**src/rtl/dec24_pulse.sv**
```systemverilog
// dec24_pulse: registered 2-to-4 decoder with a valid/ready input handshake.
// An accepted code drives its one-hot output line for in_hold+1 cycles, then
// the block either returns to idle or, if another pair is offered on the last
// drive cycle, reloads immediately with no idle gap between strobes.
//
// Handshake: a code/hold pair is transferred on a rising edge where both
// in_valid and in_ready are high. in_ready depends only on registered state
// (and rst_n), never on in_valid, so no combinational loop can form through a
// producer that waits on in_ready. in_code/in_hold are ignored when no transfer
// happens.
module dec24_pulse #(
  parameter int HOLD_W = 4
) (
  input  logic              clk,
  input  logic              rst_n,
  input  logic              in_valid,
  output logic              in_ready,
  input  logic [1:0]        in_code,
  input  logic [HOLD_W-1:0] in_hold,
  output logic [3:0]        out,
  output logic              busy,
  output logic              done,
  output logic              state_dbg
);

  typedef enum logic {
    IDLE  = 1'b0,
    DRIVE = 1'b1
  } state_t;

  state_t            state;
  logic [HOLD_W-1:0] cnt;
  logic              last_cycle;
  logic              accept;

  // Last drive cycle: the counter has run out while a line is being driven.
  assign last_cycle = (state == DRIVE) && (cnt == '0);

  // Ready when idle or on the final drive cycle; held low throughout reset.
  assign in_ready = rst_n && ((state == IDLE) || (cnt == '0));
  assign accept   = in_valid && in_ready;

  // Status outputs derived from registered state only, so they are glitch-free.
  assign done      = last_cycle;
  assign busy      = (state == DRIVE);
  assign state_dbg = (state == DRIVE);

  // Decoder FSM: load on accept, count down the hold, drop the line when done.
  always_ff @(posedge clk or negedge rst_n) begin
    if (!rst_n) begin
      state <= IDLE;
      cnt   <= '0;
      out   <= 4'b0000;
    end else begin
      case (state)
        IDLE: begin
          if (accept) begin
            state <= DRIVE;
            out   <= 4'b0001 << in_code;
            cnt   <= in_hold;
          end
        end
        DRIVE: begin
          if (cnt != '0) begin
            // Still holding the line; the counter never wraps below zero.
            cnt <= cnt - 1'b1;
          end else if (accept) begin
            // Back-to-back reload: the line may move directly to a new bit.
            state <= DRIVE;
            out   <= 4'b0001 << in_code;
            cnt   <= in_hold;
          end else begin
            state <= IDLE;
            out   <= 4'b0000;
          end
        end
        default: begin
          state <= IDLE;
          cnt   <= '0;
          out   <= 4'b0000;
        end
      endcase
    end
  end

endmodule

```
**config.mk**
```make
export PLATFORM = sky130hd
export DESIGN_NAME = dec24_pulse
export DESIGN_NICKNAME = d
export VERILOG_FILES = /design/src/rtl/dec24_pulse.sv
export SDC_FILE = /design/constraint.sdc
export NUM_CORES = 1
export LEC_CHECK = 0
export CELL_PAD_IN_SITES_DETAIL_PLACEMENT = 0
export CELL_PAD_IN_SITES_GLOBAL_PLACEMENT = 1
export CORE_MARGIN = 5
export CORE_UTILIZATION = 31
export DETAILED_ROUTE_END_ITERATION = 12
export HOLD_SLACK_MARGIN = 0.05
export PLACE_DENSITY = 0.71
export RECOVER_POWER = 100
export SLEW_MARGIN = 15
export SYNTH_ARGS = -nofsm -noshare
export SYNTH_HDL_FRONTEND = slang
export SYNTH_SLANG_ARGS = --single-unit
```
**constraint.sdc**
```tcl
create_clock -name clk -period 2.29 [get_ports clk]
set_clock_uncertainty 0.05 [all_clocks]
set_input_delay 0.5725 -clock clk [delete_from_list [all_inputs] [get_ports clk]]
set_output_delay 0.5725 -clock clk [all_outputs]
set_load 0.005 [all_outputs]
```
## Yosys cells after proc, flatten, opt, wreduce, memory -nomap -nowiden

Index checks and enable logic that the tools add are counted.

- Latch bits: 0
- Memories kept: 0
- Register bits after elaboration: 9
- RAM bits: 0
- ROM bits: 0

- Shift operators: 1
- Divide/modulo/power cells: 0
- Order comparisons: 0
- Equality and inequality tests: 2
- Bitwise logic cells: 1
- Add/sub/neg operators: 1
- Multiply operators: 0
- Mux-type cells: 10
- Reduce and logical (&&, ||, !) cells: 7

Operator list:

| kind | number |
|---|---|
| 2-to-1 mux 4 bit | 5 |
| case mux 4 bit (2 select lines) | 2 |
| logical NOT 4 bit | 1 |
| inequality test 2 bit (second input constant) | 2 |
| nonzero test 4 bit | 1 |
| left shift 1 x 2 -> 4 bit (first input constant) | 1 |
| subtractor 4 x 1 -> 4 bit (second input constant) | 1 |
| logical AND 1 bit | 3 |
| 2-to-1 mux 1 bit | 2 |
| case mux 1 bit (2 select lines) | 1 |
| AND reduction 2 bit | 1 |
| logical OR 1 bit | 1 |
| NOT 1 bit | 1 |

## Longest topological paths before layout

Gate-level depths: netlist of run 1.

- Depth in word-level cells: 7
- Depth in mapped cells: 5
- Depth with buffers taken out: 5

## Least setup slack after synthesis of run 1

No wires, ideal clock.

- Kind: register to output
- Start point: register cnt[0]
- End point: output port in_ready
- Slack: 0.381 ns
- Data arrival time: 1.287 ns
- Path buffers: 0
- Stages on the path, launching flop included: 6
- Cells stage by stage: dfrtp_1 inv_1 ha_1 or3b_4 nand2_1 and2_1

- Longest elaborated chain between the ends: 3

RTL lines:

| item | RTL line | source |
|---|---|---|
| from (decl) | 32 | `logic [HOLD_W-1:0] cnt;` |
| from (signal assigned) | 60 | `cnt <= in_hold;` |
| from (signal assigned) | 66 | `cnt <= cnt - 1'b1;` |
| from (signal assigned) | 71 | `cnt <= in_hold;` |
| logical NOT 4 bit | 40 | `assign in_ready = rst_n && ((state == IDLE) \|\| (cnt == '0));` |
| logical OR 1 bit | 40 |  |
| logical AND 1 bit | 40 |  |
| to (decl) | 17 | `output logic in_ready,` |

No other way between the ends.

## Final worst setup path of run 1

- Start point: register cnt[1]
- End point: output port done

- Longest elaborated chain between the ends: 2

RTL lines:

| item | RTL line | source |
|---|---|---|
| logical NOT 4 bit | 37 | `assign last_cycle = (state == DRIVE) && (cnt == '0);` |
| logical AND 1 bit | 37 |  |
| to (decl) | 22 | `output logic done,` |

No other way between the ends.

==> impl_metrics.csv, run 1 <==
group,metric,value,unit
placement,pre_cts_slack,0.00252,ns
synthesis,synth_top_cell_by_area,"dfrtp_1",
setup_path,worstPathMaxFanout,3,
finish,multi_input_area,236,um^2
setup_path,path_cells,"inv_1 > ha_1 > or3b_4 > nor2_1 > clkdlybuf4s15_1",
cts,cts_tree,"yes",
sta,fmax,461,MHz
synthesis,yosysSeqAreaShare,46.0,%
cts,clk_latency,0.26,ns
pwr,powerDensity,1270,nW/um^2
min_path,hold_depth,1,
grt,grt_pass1_wl,2.04,mm
grt,globalRouteTotalUtil,10.7,%
synthesis,mappedNetlistNets,55,
grt,overflow,0,
placement,io_buffers,16,
synthesis,synthesis.area,489,um^2
cts,cts-root-buf,"clkbuf_4",
route,initialDrtViolationCount,9,
placement,dpl_cell_area,722,um^2
synthesis,synthCells,45,
setup_path,cp_slowest_cell,"or3b_4",
sta,post-route-period-util,94.8,%
finish,stdcell_count,89,
cts,cts_max_level,1,
synthesis,yosys_warnings,0,
synthesis,netlist.area_leader.share,46.0,%
setup_path,cp-end-kind,"output port",
placement,dp_cells,84,
die,start_util,32.5,%
die,core-area,1510,um^2
finish,synthToLayoutAreaGrowth,54.0,%
cts,ctsHoldBuffers,0,
synthesis,synthTopCellsByArea,"dfrtp_1 46%, a32o_1 8.2%, mux2i_1 8.2%, inv_1 4.6%, a22o_1 3.6%",
die,ios,17,
sta,setup_viol,0,
sta,final.setup.worst_slack,0.120,ns
synthesis,ys_seq_elements,9,
finish,antennaDiodeCount,0,
sta,slew_headroom,74.2,%
flow_run,cap_violations,0,
setup_path,cp_slowest_stage_delay,0.39,ns
setup_path,start_kind,"flop",
min_path,hold_path.class,"reg -> reg",
pwr,report.power.total,0.000957,W
finish,fillers,140,
pwr,p_leak,0.358,nW
sta,slew_viol_final,0,
finish,ff_latch_area,225,um^2
grt,grt_max_degree,12,
cts,numCtsBuffers,3,
route,vias,456,
route,drt-vias-per-instance,5.12,
setup_path,critPathKind,"reg -> out",
pwr,vdd_drop_max,607,uV
die,row_count,14,
route,route.detailed.drc,0,
outcome,status,"finished, final reports clean",
route,ant_nets,0,
finish,post-route-cell-area,753,um^2
die,die_area,2470,um^2
sta,rsz0062_at_grt,"no",
placement,hpwl,905,um
setup_path,worstPathArrival,1.55,ns
sta,finalHoldViolations,0,
sta,worst_pin_slew,0.387,ns
finish,finalNetCount,84,
finish,drive_gt1_share,23.3,%
cts,clock-sinks,9,
route,drt-wirelength-per-cell,12.9,um
placement,place_congestion,0.778,
cts,cts_buffer_depth,2,
grt,antenna_found_initial,0,
die,dieHeight,49.7,um
synthesis,ys_types,21,
finish,final_cell_mix,"9 x dfrtp_1, 9 x buf_4, 7 x clkdlybuf4s50_1, 7 x dlygate4sd3_1, 6 x inv_1",
route,drt-pass1-iter-count,4,
setup_path,ff2ff_path_depth,6,
die,die_w,49.7,um
route,wl,1.15,mm
synthesis,postSynthAreaPerCell,10.9,um^2
cts,clk_pin_slew_worst_paths,0.06,ns
sta,period_minus_slack,2.17,ns
setup_path,critPathRequiredTime,1.67,ns
grt,grt_pass1_vias,461,
synthesized netlist by cell type (all sizes together):
cell type  instances
nor2               1
inv                6
or4                1
nand2              3
dfrtp              9
and2               2
o31ai              1
o22ai              1
a221oi             1
or3b               1
ha                 1
a22o               2
mux2i              4
o21ai              2
a21oi              2
nor3               1
buf                1
a32o               4
nor3b              1
a221o              1
power by group:
part           total, W  leakage, nW  switching, W  internal (W)
Combinational  0.000524        0.230      0.000199      0.000324
Sequential     0.000312        0.112     0.0000721      0.000240
Clock          0.000121       0.0150     0.0000542     0.0000670
Total          0.000957        0.358      0.000326      0.000631
state kept, by name (all words and copies together) (netlist names):
signal / count
cnt: 4
busy: 1
out: 4
path summary, 6_finish.rpt:
check / from / endpoint / slack, ns
max in group asynchronous: rst_n / out[2] / 1.39
hold / removal: out[2] / out[2] / 0.45
setup reg to reg: cnt[1] / cnt[0] / 0.64
min in group asynchronous: rst_n / busy / 0.64
setup / recovery: cnt[1] / done / 0.12
hold reg to reg: out[2] / out[2] / 0.45
cell type report:
| type | instances | area share, % |
|---|---|---|
| inverter | 6 | 2.99 |
| clock buffer | 4 | 3.49 |
| multi-input combinational | 29 | 31.4 |
| tap | 16 | 2.66 |
| sequential | 9 | 29.9 |
| timing repair buffer | 25 | 29.6 |
worst max-delay path: cells and delay by family (launching register included):
family	cells	cell delay (ns)
adders and majority gates	1	0.15
buffers and inverters	2	0.28
and+or+nand+nor	2	0.49
DFF	1	0.37
repair_timing:
action	in CTS	in global routing
endpoints found under the hold margin	0	0
setup buffers	0	1
resized for setup	3	3
setup endpoints to repair	2	2
routing by layer:
metal  GRT usage [%]  share of wire (%)
met4            5.24                2.4
met5               0                  0
met2            15.3                 43
met3            4.52                5.0
met1            13.6                 50
cells by family after synthesis:
logic type	after synthesis	share of synthesized area, %
AOI/OAI and AO/OA	14	25.1
and+or+nand+nor	10	12.0
DFF	9	46.0
buffers and inverters	7	6.14
muxes	4	8.18
adders and majority gates	1	2.56
per-stage QoR:
| step | utilization [%] | setup TNS (ns) | hold WS, ns |
|---|---|---|---|
| floorplan | - | 0 | 0.227 |
| global placement | 47.9 | 0 | 0.440 |
| detailed placement | 47.9 | 0 | 0.445 |
| CTS | 49.7 | -0.00308 | 0.458 |
| global route | 50.0 | 0 | 0.481 |
| finish | 50.0 | 0 | 0.447 |
(Power assumes the default switching activity.)
==> run 2, diff against run 1 <==
- REMOVE_ABC_BUFFERS: unset -> 1
- SKIP_CTS_REPAIR_TIMING: unset -> 1
==> run 2 against run 1 <==
Core utilization fell by 0.083 points. Fmax fell by 0.88%. Combinational power rose by 0.8%. Via count fell by 3.1%. Worst setup slack got worse by 0.019 ns. Hold slack got worse by 0.0041 ns. Global-route usage fell by 0.18 points. Sequential share of layout area barely moved. First-iteration DRC count fell by 56%. Highest routed layer unchanged.
==> impl_metrics.csv, run 2 (synthesis gave the netlist of run 1 again) <==
group,metric,value,unit
flow_run,cap_violations,0,
finish,antennaDiodeCount,0,
grt,globalRouteTotalUtil,10.5,%
setup_path,critPathLaunch,"cnt[0]",
cts,cts_tree,"yes",
sta,slew_viol_final,0,
placement,place_congestion,0.778,
placement,pre_cts_slack,-0.0303,ns
setup_path,worstPathArrival,1.57,ns
route,drt-pass1-iter-count,4,
setup_path,start_kind,"flop",
finish,final_cell_mix,"10 x clkdlybuf4s50_1, 9 x dfrtp_1, 8 x buf_4",
setup_path,endpoint,"in_ready",
die,ios,17,
route,wl_met3,73,um
die,row_count,14,
sta,fin_worst_hold_slack,0.443,ns
finish,synthToLayoutAreaGrowth,53.7,%
pwr,vdd_drop_max,575,uV
finish,layout_commonest_cell,"clkdlybuf4s50_1",
setup_path,path_cells,"inv_1 > ha_1 > or3b_4 > nand2_2 > and2_4 > clkbuf_2",
route,maxUsedRoutingLayer,"met4",
route,wl_met1,552,um
setup_path,ff2ff_path_depth,6,
sta,setup_viol,0,
grt,grt_pass1_wl,1.91,mm
grt,grt_pass1_vias,428,
route,drt-wirelength-per-cell,13.0,um
setup_path,crit-reg2reg-launch,"cnt[0]",
route,drt-vias-per-instance,5.02,
setup_path,cp-end-kind,"output port",
setup_path,critPathRequiredTime,1.67,ns
sta,fmax,457,MHz
sta,rsz0062_at_grt,"yes",
sta,final.setup.worst_slack,0.101,ns
route,ant_nets,0,
finish,drive_gt1_share,25.0,%
sta,period_minus_slack,2.19,ns
cts,cts_max_level,1,
pwr,report.power.total,0.000958,W
grt,grt_max_degree,12,
cts,cts-root-buf,"clkbuf_4",
grt,overflow,0,
cts,numCtsBuffers,3,
grt,antenna_found_initial,0,
route,wl,1.15,mm
sta,finalHoldViolations,0,
pwr,p_leak,0.376,nW
route,route.detailed.drc,0,
cts,cts_buffer_depth,2,
setup_path,critPathKind,"reg -> out",
setup_path,r2r-end,"out[2]",
die,die_w,49.7,um
cts,clk_latency,0.26,ns
route,vias,442,
sta,post-route-period-util,95.6,%
min_path,hold_path.class,"reg -> reg",
die,core-area,1510,um^2
placement,hpwl,928,um
finish,finalNetCount,83,
finish,fillers,138,
cts,clock-sinks,9,
pwr,powerDensity,1270,nW/um^2
cts,clk_pin_slew_worst_paths,0.06,ns
sta,slew_headroom,76.2,%
die,start_util,32.5,%
placement,io_buffers,16,
route,routed-wl-met2,499,um
setup_path,cp_slowest_stage_delay,0.40,ns
setup_path,r2r_setup_slack,0.62,ns
die,dieHeight,49.7,um
outcome,status,"finished, final reports clean",
route,initialDrtViolationCount,4,
die,die_area,2470,um^2
setup_path,cp_slowest_cell,"or3b_4",
sta,worst_pin_slew,0.347,ns
setup_path,worstPathMaxFanout,3,
## run 2: worst max-delay path, delay by kind of cell, from the launching register on
| family | cells | cell delay (ns) |
|---|---|---|
| adder cells (fa/ha/maj) | 1 | 0.15 |
| buffers and inverters | 2 | 0.16 |
| flip-flops | 1 | 0.38 |
| AND/OR/NAND/NOR | 3 | 0.61 |
## run 2: how the worst min path moves through the flow
stage                       from  endpoint  slack (ns)  cells after the start
after floorplan            rst_n      busy        0.23                      0
after global placement    out[0]    out[0]        0.43                      1
after detailed placement  out[0]    out[0]        0.44                      1
after CTS                 out[0]    out[0]        0.45                      1
after global routing      out[0]    out[0]        0.46                      1
final                     out[0]    out[0]        0.44                      1
## run 2: report_power, final
part / internal [W] / switching, W / leakage, nW
Sequential: 0.000240 / 0.0000694 / 0.112
Combinational: 0.000327 / 0.000201 / 0.246
Clock: 0.0000644 / 0.0000563 / 0.0177
Total: 0.000631 / 0.000327 / 0.376
## run 2: area by class of cell
cell class                 instances  area [um^2]  area share, %
sequential                         9          225           30.0
clock inverter                     1         5.00          0.666
clock buffer                       3         22.5           3.00
inverter                           6         22.5           3.00
tap                               16         20.0           2.66
timing repair buffer              24          218           29.0
multi-input combinational         29          239           31.8
## run 2: through the flow
step                      area [um^2]  util [%]  cells  TNS, ns
final                             752      49.9     88        0
after global routing              752      49.9     88  -0.0112
after CTS                         749      49.8     88   -0.512
after detailed placement          722      47.9     84  -0.0303
after global placement            722      47.9     84  -0.0542
after floorplan                   482         -     44        0
## run 2: per-layer routing
metal / GRT usage, % / vias to the layer above
met2: 14.6 / 10
met3: 6.33 / 2
met4: 5.24 / 0
li1: - / 227
met5: 0 / -
met1: 12.5 / 203
==> run 3, diff against run 2 <==
- MAX_ROUTING_LAYER: unset -> met4
==> run 3 against run 2 <==
Register-to-register slack about the same. Global-route usage rose by 0.28 points. Fmax about the same. First-iteration DRC count unchanged. Sequential share of layout area unchanged. Largest cell class unchanged. Largest power group unchanged.
==> impl_metrics.csv, run 3 (synthesis gave the netlist of run 1 again) <==
group,metric,value,unit
grt,grt_pass1_vias,429,
sta,tns,0,ns
route,ant_nets,0,
placement,hpwl,928,um
setup_path,critPathRequiredTime,1.67,ns
die,core-area,1510,um^2
route,vias,442,
setup_path,worstPathArrival,1.57,ns
pwr,p_clk_share,12.6,%
grt,antenna_found_initial,0,
finish,synthToLayoutAreaGrowth,53.7,%
pwr,p_leak,0.376,nW
grt,overflow,0,
die,start_util,32.5,%
cts,cts_max_level,1,
setup_path,start_kind,"flop",
finish,post-route-cell-area,752,um^2
pwr,p_sw_share,34.1,%
cts,cts-root-buf,"clkbuf_4",
finish,final_cell_mix,"10 x clkdlybuf4s50_1, 9 x dfrtp_1, 8 x buf_4",
sta,setup_viol,0,
setup_path,cp_slowest_cell,"or3b_4",
grt,globalRouteTotalUtil,10.8,%
die,dieHeight,49.7,um
placement,pre_cts_slack,-0.0303,ns
die,ios,17,
grt,grt_pass1_wl,1.91,mm
finish,antennaDiodeCount,0,
sta,slew_viol_final,0,
route,drt-vias-per-instance,5.02,
cts,clk_latency,0.26,ns
placement,place_congestion,0.788,
sta,rsz0062_at_grt,"yes",
finish,drive_gt1_share,25.0,%
die,die_w,49.7,um
pwr,powerDensity,1270,nW/um^2
pwr,p_int,0.000631,W
route,drt-wirelength-per-cell,13.0,um
setup_path,critPathKind,"reg -> out",
setup_path,worstPathMaxFanout,3,
setup_path,cp-end-kind,"output port",
pwr,p_switching,0.000327,W
placement,dpl_cell_area,722,um^2
setup_path,cp_num_buf_inv,2,
pwr,pwr-share-comb,55.1,%
pwr,vdd_drop_max,575,uV
cts,clk_pin_slew_worst_paths,0.06,ns
grt,grt_max_degree,12,
sta,period_minus_slack,2.19,ns
finish,layout_commonest_cell,"clkdlybuf4s50_1",
min_path,hold_path.class,"reg -> reg",
pwr,report.power.total,0.000958,W
sta,worst_pin_slew,0.347,ns
die,die_area,2470,um^2
cts,clock-sinks,9,
placement,io_buffers,16,
route,wl,1.15,mm
finish,finalNetCount,83,
outcome,status,"finished, final reports clean",
pwr,seqPwrFrac,32.3,%
finish,fillers,138,
route,route.detailed.drc,0,
sta,post-route-period-util,95.6,%
route,drt-pass1-iter-count,4,
cts,cts_buffer_depth,2,
cts,cts_tree,"yes",
route,initialDrtViolationCount,4,
setup_path,path_cells,"inv_1 > ha_1 > or3b_4 > nand2_2 > and2_4 > clkbuf_2",
sta,slew_headroom,76.2,%
setup_path,cp_slowest_stage_delay,0.40,ns
die,row_count,14,
setup_path,cp_top_family,"simple AND/OR/NAND/NOR gates",
sta,final.setup.worst_slack,0.101,ns
cts,numCtsBuffers,3,
sta,fmax,457,MHz
sta,finalHoldViolations,0,
flow_run,cap_violations,0,
==> run 3: cell counts in the layout (fill, tap and decap cells not counted) <==
Identical to the previous run, type by type.
==> run 3: worst reg2reg max path, stage by stage, from the launching register on <==
cell	delay (ns)
dfrtp_1	0.38
inv_1	0.06
ha_1	0.15
buf_4	0.11
nor3b_1	0.33
mux2i_1	0.22
a32o_1	0.25
==> run 3: metal layers <==
layer	up-vias	track usage, %	part of all wire (%)
li1	227	-	-
met1	203	12.7	49
met2	10	14.6	44
met3	2	6.02	5.8
met4	0	5.24	1.7
met5	-	-	0
==> run 3: cell type report <==
cell class | count | area (um^2) | share of cell area, %
well taps | 16 | 20.0 | 2.66
inverters | 6 | 22.5 | 3.00
multi-input cells | 29 | 239 | 31.8
clock inverters | 1 | 5.00 | 0.666
flip-flops and latches | 9 | 225 | 30.0
repair buffers | 24 | 218 | 29.0
clock buffers | 3 | 22.5 | 3.00
==> run 3: power groups by stage <==
stage / sequential [W] / clock (W) / combinational (W)
detailed placement: 0.000314 / 0 / 0.000545
global route: 0.000322 / 0.000140 / 0.000578
CTS: 0.000310 / 0.000127 / 0.000547
global placement: 0.000313 / 0 / 0.000544
finish: 0.000309 / 0.000121 / 0.000528
floorplan: 0.000316 / 0 / 0.000247
==> run 3: path summary, 6_finish.rpt <==
path,to,from,depth (start not counted),slack [ns]
min in group asynchronous,out[0],rst_n,2,0.62
max in group asynchronous,out[2],rst_n,2,1.42
max reg2reg,out[2],cnt[0],6,0.62
min reg2reg,out[0],out[0],1,0.44
max,in_ready,cnt[0],6,0.10
min,out[0],out[0],1,0.44
==> run 3: metrics by stage <==
stage | hold slack [ns] | cells | utilization (%)
2_1_floorplan | 0.227 | 44 | -
3_3_place_gp | 0.430 | 84 | 47.9
3_5_place_dp | 0.438 | 84 | 47.9
4_1_cts | 0.453 | 88 | 49.8
5_1_grt | 0.458 | 88 | 49.9
6_report | 0.443 | 88 | 49.9
